`src/rtl/sub_pipe.sv`:
```
// -----------------------------------------------------------------------------
// sub_pipe
//
// Multi-lane elastic valid/ready pipeline. Each accepted beat carries NUM_CH
// lanes of TYPE_t; every lane is either inverted or passed through at the
// moment of acceptance (selected by the matching mode_inv bit), then travels
// through DEPTH register stages. Output transfers are counted by a
// saturating counter.
//
// Parameters
//    TYPE_t  lane data type (packed), W = $bits(TYPE_t)
//    NUM_CH  number of lanes (>= 1)
//    DEPTH   number of register stages (>= 1)
//    CNT_W   width of xfer_count
//
// Ports
//    clk         clock, all state updates on the rising edge
//    reset_l     asynchronous active-low reset
//    flush       synchronous clear of every stage valid bit
//    in_valid    upstream beat valid
//    in_ready    beat accepted this cycle when in_valid is also high
//    in_data     lane array, index 0 = lane 0
//    mode_inv    per-lane select, 1 = invert, 0 = pass (sampled with beat)
//    out_valid   downstream beat valid (masked low while flush is high)
//    out_ready   downstream accepts
//    out_data    transformed lane array of the last stage
//    xfer_count  saturating count of output transfers
//    busy        some stage holds a valid beat
// -----------------------------------------------------------------------------
module sub_pipe #(
   parameter type TYPE_t = logic [7:0],
   parameter int  NUM_CH = 2,
   parameter int  DEPTH  = 2,
   parameter int  CNT_W  = 16
) (
   input  logic              clk,
   input  logic              reset_l,
   input  logic              flush,
   input  logic              in_valid,
   output logic              in_ready,
   input  TYPE_t             in_data [NUM_CH],
   input  logic [NUM_CH-1:0] mode_inv,
   output logic              out_valid,
   input  logic              out_ready,
   output TYPE_t             out_data [NUM_CH],
   output logic [CNT_W-1:0]  xfer_count,
   output logic              busy
);

   localparam int W = $bits(TYPE_t);

   logic [DEPTH-1:0] r_v;
   logic [W-1:0]     r_data [DEPTH][NUM_CH];
   logic [CNT_W-1:0] r_cnt;

   logic [DEPTH:0]   w_rdy;
   logic [W-1:0]     w_in_bits [NUM_CH];
   logic [W-1:0]     w_in_xf   [NUM_CH];
   logic             w_out_xfer;

   // Per-lane transform, applied once at acceptance so later mode_inv
   // changes never touch beats already stored.
   genvar gi;
   generate
      for (gi = 0; gi < NUM_CH; gi++) begin : g_lane
         assign w_in_bits[gi] = in_data[gi];
         assign w_in_xf[gi]   = mode_inv[gi] ? ~w_in_bits[gi] : w_in_bits[gi];
         assign out_data[gi]  = r_data[DEPTH-1][gi];
      end
   endgenerate

   // Ready chain rdy[i] = !v[i] || rdy[i+1], written in closed form: stage i
   // can load when the consumer is ready or any stage at or after i is empty.
   // This keeps every rdy bit a function of r_v and out_ready only.
   assign w_rdy[DEPTH] = out_ready;
   generate
      for (gi = 0; gi < DEPTH; gi++) begin : g_rdy
         assign w_rdy[gi] = out_ready || !(&r_v[DEPTH-1:gi]);
      end
   endgenerate

   assign in_ready   = w_rdy[0] && !flush;
   assign out_valid  = r_v[DEPTH-1] && !flush;
   assign w_out_xfer = out_valid && out_ready;
   assign busy       = |r_v;
   assign xfer_count = r_cnt;

   // Stage registers. Data only moves when the upstream slot is valid, so an
   // empty slot keeps its old contents instead of toggling on idle input.
   always_ff @(posedge clk or negedge reset_l) begin
      if (!reset_l) begin
         r_v <= '0;
         for (int s = 0; s < DEPTH; s++) begin
            for (int k = 0; k < NUM_CH; k++) begin
               r_data[s][k] <= '0;
            end
         end
      end else if (flush) begin
         r_v <= '0;
      end else begin
         if (w_rdy[0]) begin
            r_v[0] <= in_valid;
            if (in_valid) begin
               r_data[0] <= w_in_xf;
            end
         end
         for (int s = 1; s < DEPTH; s++) begin
            if (w_rdy[s]) begin
               r_v[s] <= r_v[s-1];
               if (r_v[s-1]) begin
                  r_data[s] <= r_data[s-1];
               end
            end
         end
      end
   end

   // Saturating transfer counter; flush never touches it.
   always_ff @(posedge clk or negedge reset_l) begin
      if (!reset_l) begin
         r_cnt <= '0;
      end else if (w_out_xfer && (r_cnt != {CNT_W{1'b1}})) begin
         r_cnt <= r_cnt + 1'b1;
      end
   end

endmodule

```
`config.mk`:
```
export PLATFORM = sky130hd
export DESIGN_NAME = sub_pipe
export DESIGN_NICKNAME = d
export VERILOG_FILES = /design/src/rtl/sub_pipe.sv
export SDC_FILE = /design/constraint.sdc
export NUM_CORES = 1
export LEC_CHECK = 0
export ABC_AREA = 1
export CORE_MARGIN = 4
export CORE_UTILIZATION = 25
export CTS_BUF_LIST = sky130_fd_sc_hd__clkbuf_16
export DETAILED_ROUTE_END_ITERATION = 8
export REMOVE_ABC_BUFFERS = 1
export SKIP_LAST_GASP = 1
export SYNTH_ARGS = -nofsm -noshare
export SYNTH_HDL_FRONTEND = slang
export SYNTH_SLANG_ARGS = --single-unit
```
`constraint.sdc`:
```
create_clock -name clk -period 1.5 [get_ports clk]
set_clock_uncertainty 0.1 [all_clocks]
set_input_delay 0.15 -clock clk [delete_from_list [all_inputs] [get_ports clk]]
set_output_delay 0.15 -clock clk [all_outputs]
set_load 0.01 [all_outputs]
```
# [After elaboration in Yosys (flattened, before gate mapping)]
# Cells that the tools add are included.
[word_totals] register_bits=50 in_bits=23 out_inout_bits=35 word_cells=32
[op_classes] add_sub_neg=1 eq_ne=1 muxes=5 bitwise_logic=3 n_reduce_logical=15
[ops] cell="$add 16x1->16 const B" count=1
[ops] cell="$mux 8" count=2
[ops] cell="$ne 16x16->1 const B" count=1
[ops] cell="$not 8->8" count=2
[ops] cell="$reduce_and 3->1" count=2
[ops] cell="$logic_and 1x1->1" count=4
[ops] cell="$reduce_bool 2->1" count=2
[ops] cell="$logic_not 1->1" count=3
[ops] cell="$logic_or 1x1->1" count=2
[ops] cell="$mux 1" count=2
[ops] cell="$mux 2" count=1
[ops] cell="$reduce_and 2->1" count=1
[ops] cell="$reduce_or 2->1" count=1
[ops] cell="$not 1->1" count=1

# [Depth between registers and ports, before layout]
[depth] ltp_word=5 depth_mapped=9 mapped_depth_nobuf=8

# [Worst setup path before layout]
# Ideal clock, no wire load.
[synth_timing] path_kind="register to register" start="register r_cnt[0] (netlist: xfer_count[0])" end="register r_cnt[14] (netlist: xfer_count[14])" setup_time_ns=0.116 arrival_time_ns=1.378 t_required_ns=1.284 setup_slack_ns=-0.095 path_stages_with_launch=10 path_buffers=1 synth_period_minus_slack_ns=1.595 path_cell_list="dfrtp_1 -> ha_1 -> nand3_2 -> inv_2 -> nand2_4 -> nor2_2 -> nor2_2 -> buf_6 -> nand2_1 -> nand2_1"
[synth_via] elab_chain_len=2 elab_cells_between_ends=3 classes_between="1 x add/sub; 1 x eq/ne; 1 x reduce/logical"
[synth_rtl] element="start, declared" line="54" source="logic [CNT_W-1:0] r_cnt;"
[synth_rtl] element="start signal, assigned" line="123" source="r_cnt <= r_cnt + 1'b1;"
[synth_rtl] element="parallel branches: the longest is 2 deep, another holds $add 16x1->16"
# Several ways; the timed one is not identified.
# A chain may end at the register's enable or synchronous reset.

# [Final worst setup path]
# Ends and elaborated chain as after synthesis.

==> run metrics <==
Peak supply drop roughly 530 uV; Setup TNS -0.00385 ns; final-report setup violation count 1; P_int 2.99 mW; Final WS setup -0.00385 ns; Initial Utilization roughly a quarter; syn avg cell area between 8 and 9 um^2; final worst path period share 100%; largest net degree at the start of global routing 51; final core occ 37.9%; routability cong. between 0.7 and 0.8; kind of critical path register to register; Data arrival, critical path ~1.6 ns; Yosys reg bits 50; Die Area 0.0121 mm^2; Flop pwr share between 40% and 50%; LEAKAGE approximately 1.8 nW; crit-path max FO 7; post-route cell area 0.00377 mm^2; Net Switching between 1 and 1.5 mW; vias per cell about 4.2; area delta synth->final 45.3%; Ant. Diodes 0; clock power share a little under a third; Die H 110 um; core area around 0.010 mm^2; Layout fillers a little over 1k; CP endpoint kind register; Worst-path clk slew about 0.070 ns; TritonCTS Buffers 5; maximum clock frequency 665 MHz; initial DRC count 64; r2r endpoint xfer_count[14]$_DFFE_PN0P_; Worst R2R Path Depth 9; Worst-Skew Late Latency between 0.2 and 0.3 ns; total grt overflow 0; Post-DP Area roughly 0.0034 mm^2; Final ANT Viol Nets 0; sequential share of the synthesized area approximately half; post-synthesis cell area between 0.002 and 0.003 mm^2; FF-to-FF Start xfer_count[0]$_DFFE_PN0P_; outcome finished, violations left; HP Class primary input to async pin; Max-Cap Viols 0; RSZ-0062 raised after global routing true; GRT Total Usage about a tenth; Yosys warnings 0; TritonCTS sink count 50; Gate Count Post-Synth slightly above 300; hpwl dp 4.00 mm; sw frac about 28%; TritonCTS clock tree built; failing checks setup timing; Cell Rows 36; Critical Path Source Type register; num ports a little under 60; Hold Vio Cnt, Final 0; CP Data Required Time approximately 1.6 ns; Worst-Margin Slew between 0.3 and 0.4 ns; dpl ws -0.209 ns; vias in the first global route 2,102; Final Net Count between 400 and 500; Post-Route WL ~5.8 mm; port bufs 57; slew margin rel. between 70% and 80%; internal reg-to-reg setup slack -0.004 ns; Synth cell types 28; Gate power share around 28%; routed via count roughly 2.2k; clock root cell clkbuf_16; Pwr Density between 1000 and 1500 mW/mm^2; global-route wire length before repair 9.54 mm; CTS max path bufs 2; H-tree depth 2; share of layout cells above drive strength 1 ~22%; initial antenna violation count 0; drt drc 0; Final min period roughly 1.5 ns; max-slew violations 0; wire per inst roughly 11 um; First-pass DRT Iterations 4; chip width roughly 110 um
[timing repair]
action,in CTS,in global routing
setup endpoints to repair,29,39
setup buffers,9,4
hold buffers,1,0
endpoints found under the hold margin,50,0
resized for setup,18,28
pin swaps,1,4
gates cloned,0,1
[layout make-up]
cell class | count | area [um^2] | area share, %
clock buffers | 5 | 125 | 3.31
flip-flops and latches | 50 | 1250 | 33.2
repair buffers | 98 | 943 | 25.0
clock inverters | 2 | 38.8 | 1.03
inverters | 28 | 108 | 2.85
multi-input cells | 205 | 1140 | 30.2
well taps | 133 | 166 | 4.41
[registers in the layout, indices dropped and copies added (netlist names)]
name        flops
r_data         16
out_data       16
r_v             2
xfer_count     16
[cells by family (layout without fill, tap and decap cells)]
| logic type | count (synthesis) | after routing | share of synthesized area (%) |
|---|---|---|---|
| XOR/XNOR | 22 | 22 | 7.41 |
| flip-flops | 50 | 50 | 48.1 |
| AND/OR/NAND/NOR | 139 | 139 | 23.4 |
| AO/OA/AOI/OAI | 43 | 43 | 9.39 |
| adder cells (fa/ha/maj) | 1 | 1 | 0.481 |
| buffers and inverters | 54 | 133 | 11.2 |
[per-stage QoR]
stage,power [mW],std cells,hold WS [ns]
3_3_place_gp,2.77,499,0.0635
5_1_grt,4.40,521,0.318
6_report,4.13,521,0.279
4_1_cts,4.15,516,0.297
2_1_floorplan,2.16,283,-0.246
3_5_place_dp,2.79,499,0.0652
[worst max-delay path, cell delays in order, from the launching register on]
cell,delay (ns)
dfrtp_1,0.39
ha_4,0.18
nand3_4,0.11
inv_4,0.08
nand2_4,0.07
nor2_4,0.13
nor2_4,0.06
clkbuf_16,0.17
nand2_1,0.06
nand2_1,0.04
[power groups by stage]
stage	Clock (mW)	Combinational [mW]	Sequential (mW)
after floorplan	0	0.344	1.82
after global placement	0	1.02	1.75
after detailed placement	0	1.04	1.75
after CTS	1.31	1.12	1.71
after global routing	1.37	1.28	1.75
final	1.26	1.15	1.72
[synth_stat cells, drive strengths merged]
cell	instances	share of area, %
a21oi	1	0.19
buf	23	6.6
clkbuf	3	0.53
dfrtp	50	48
ha	1	0.48
inv	28	4.0
nand2	96	14
nand3	8	1.7
nand3b	1	0.29
nand4	5	1.2
nor2	27	5.2
nor3	1	0.39
o21ai	41	8.5
o21bai	1	0.72
or2	1	0.24
xnor2	6	2.0
xor2	16	5.4
[routing by layer]
| metal | vias to the layer above | global-route usage [%] | wire length, um |
|---|---|---|---|
| met4 | 0 | 2.94 | 15 |
| li1 | 1105 | - | - |
| met5 | - | 0 | 0 |
| met2 | 51 | 16.0 | 2800 |
| met3 | 2 | 2.58 | 358 |
| met1 | 1010 | 12.7 | 2590 |
[cells in the final DEF (no fill, tap or decap), types with 2 or more instances in the layout]
| cell | count |
|---|---|
| buf_4 | 34 |
| nand4_1 | 5 |
| nand3_1 | 6 |
| xnor2_1 | 6 |
| o21ai_2 | 4 |
| nand2_2 | 7 |
| nand2_4 | 2 |
| nand2_1 | 87 |
| dlygate4sd2_1 | 14 |
| o21ai_1 | 8 |
| dfrtp_2 | 2 |
| buf_12 | 5 |
| dlymetal6s2s_1 | 4 |
| clkdlybuf4s50_1 | 37 |
| inv_1 | 25 |
| inv_2 | 2 |
| xor2_1 | 16 |
| nor2_2 | 7 |
| clkbuf_16 | 6 |
| nor2_4 | 6 |
| nor2_1 | 14 |
| dfrtp_1 | 48 |
| o21ai_0 | 29 |
[worst max path at each step]
stage                         startpoint                          to  slack, ns  cells past startpoint
6_report       xfer_count[0]$_DFFE_PN0P_  xfer_count[14]$_DFFE_PN0P_     -0.004                      9
5_1_grt        xfer_count[0]$_DFFE_PN0P_  xfer_count[14]$_DFFE_PN0P_      -0.06                      9
4_1_cts               r_v[1]$_DFFE_PN0P_                    in_ready      -0.11                      5
3_5_place_dp                   out_ready                    in_ready      -0.21                      5
3_3_place_gp                   out_ready                    in_ready      -0.20                      5
2_1_floorplan         r_v[1]$_DFFE_PN0P_      r_data[19]$_DFFE_PN0P_      -0.38                      5
(Power assumes the default switching activity.)
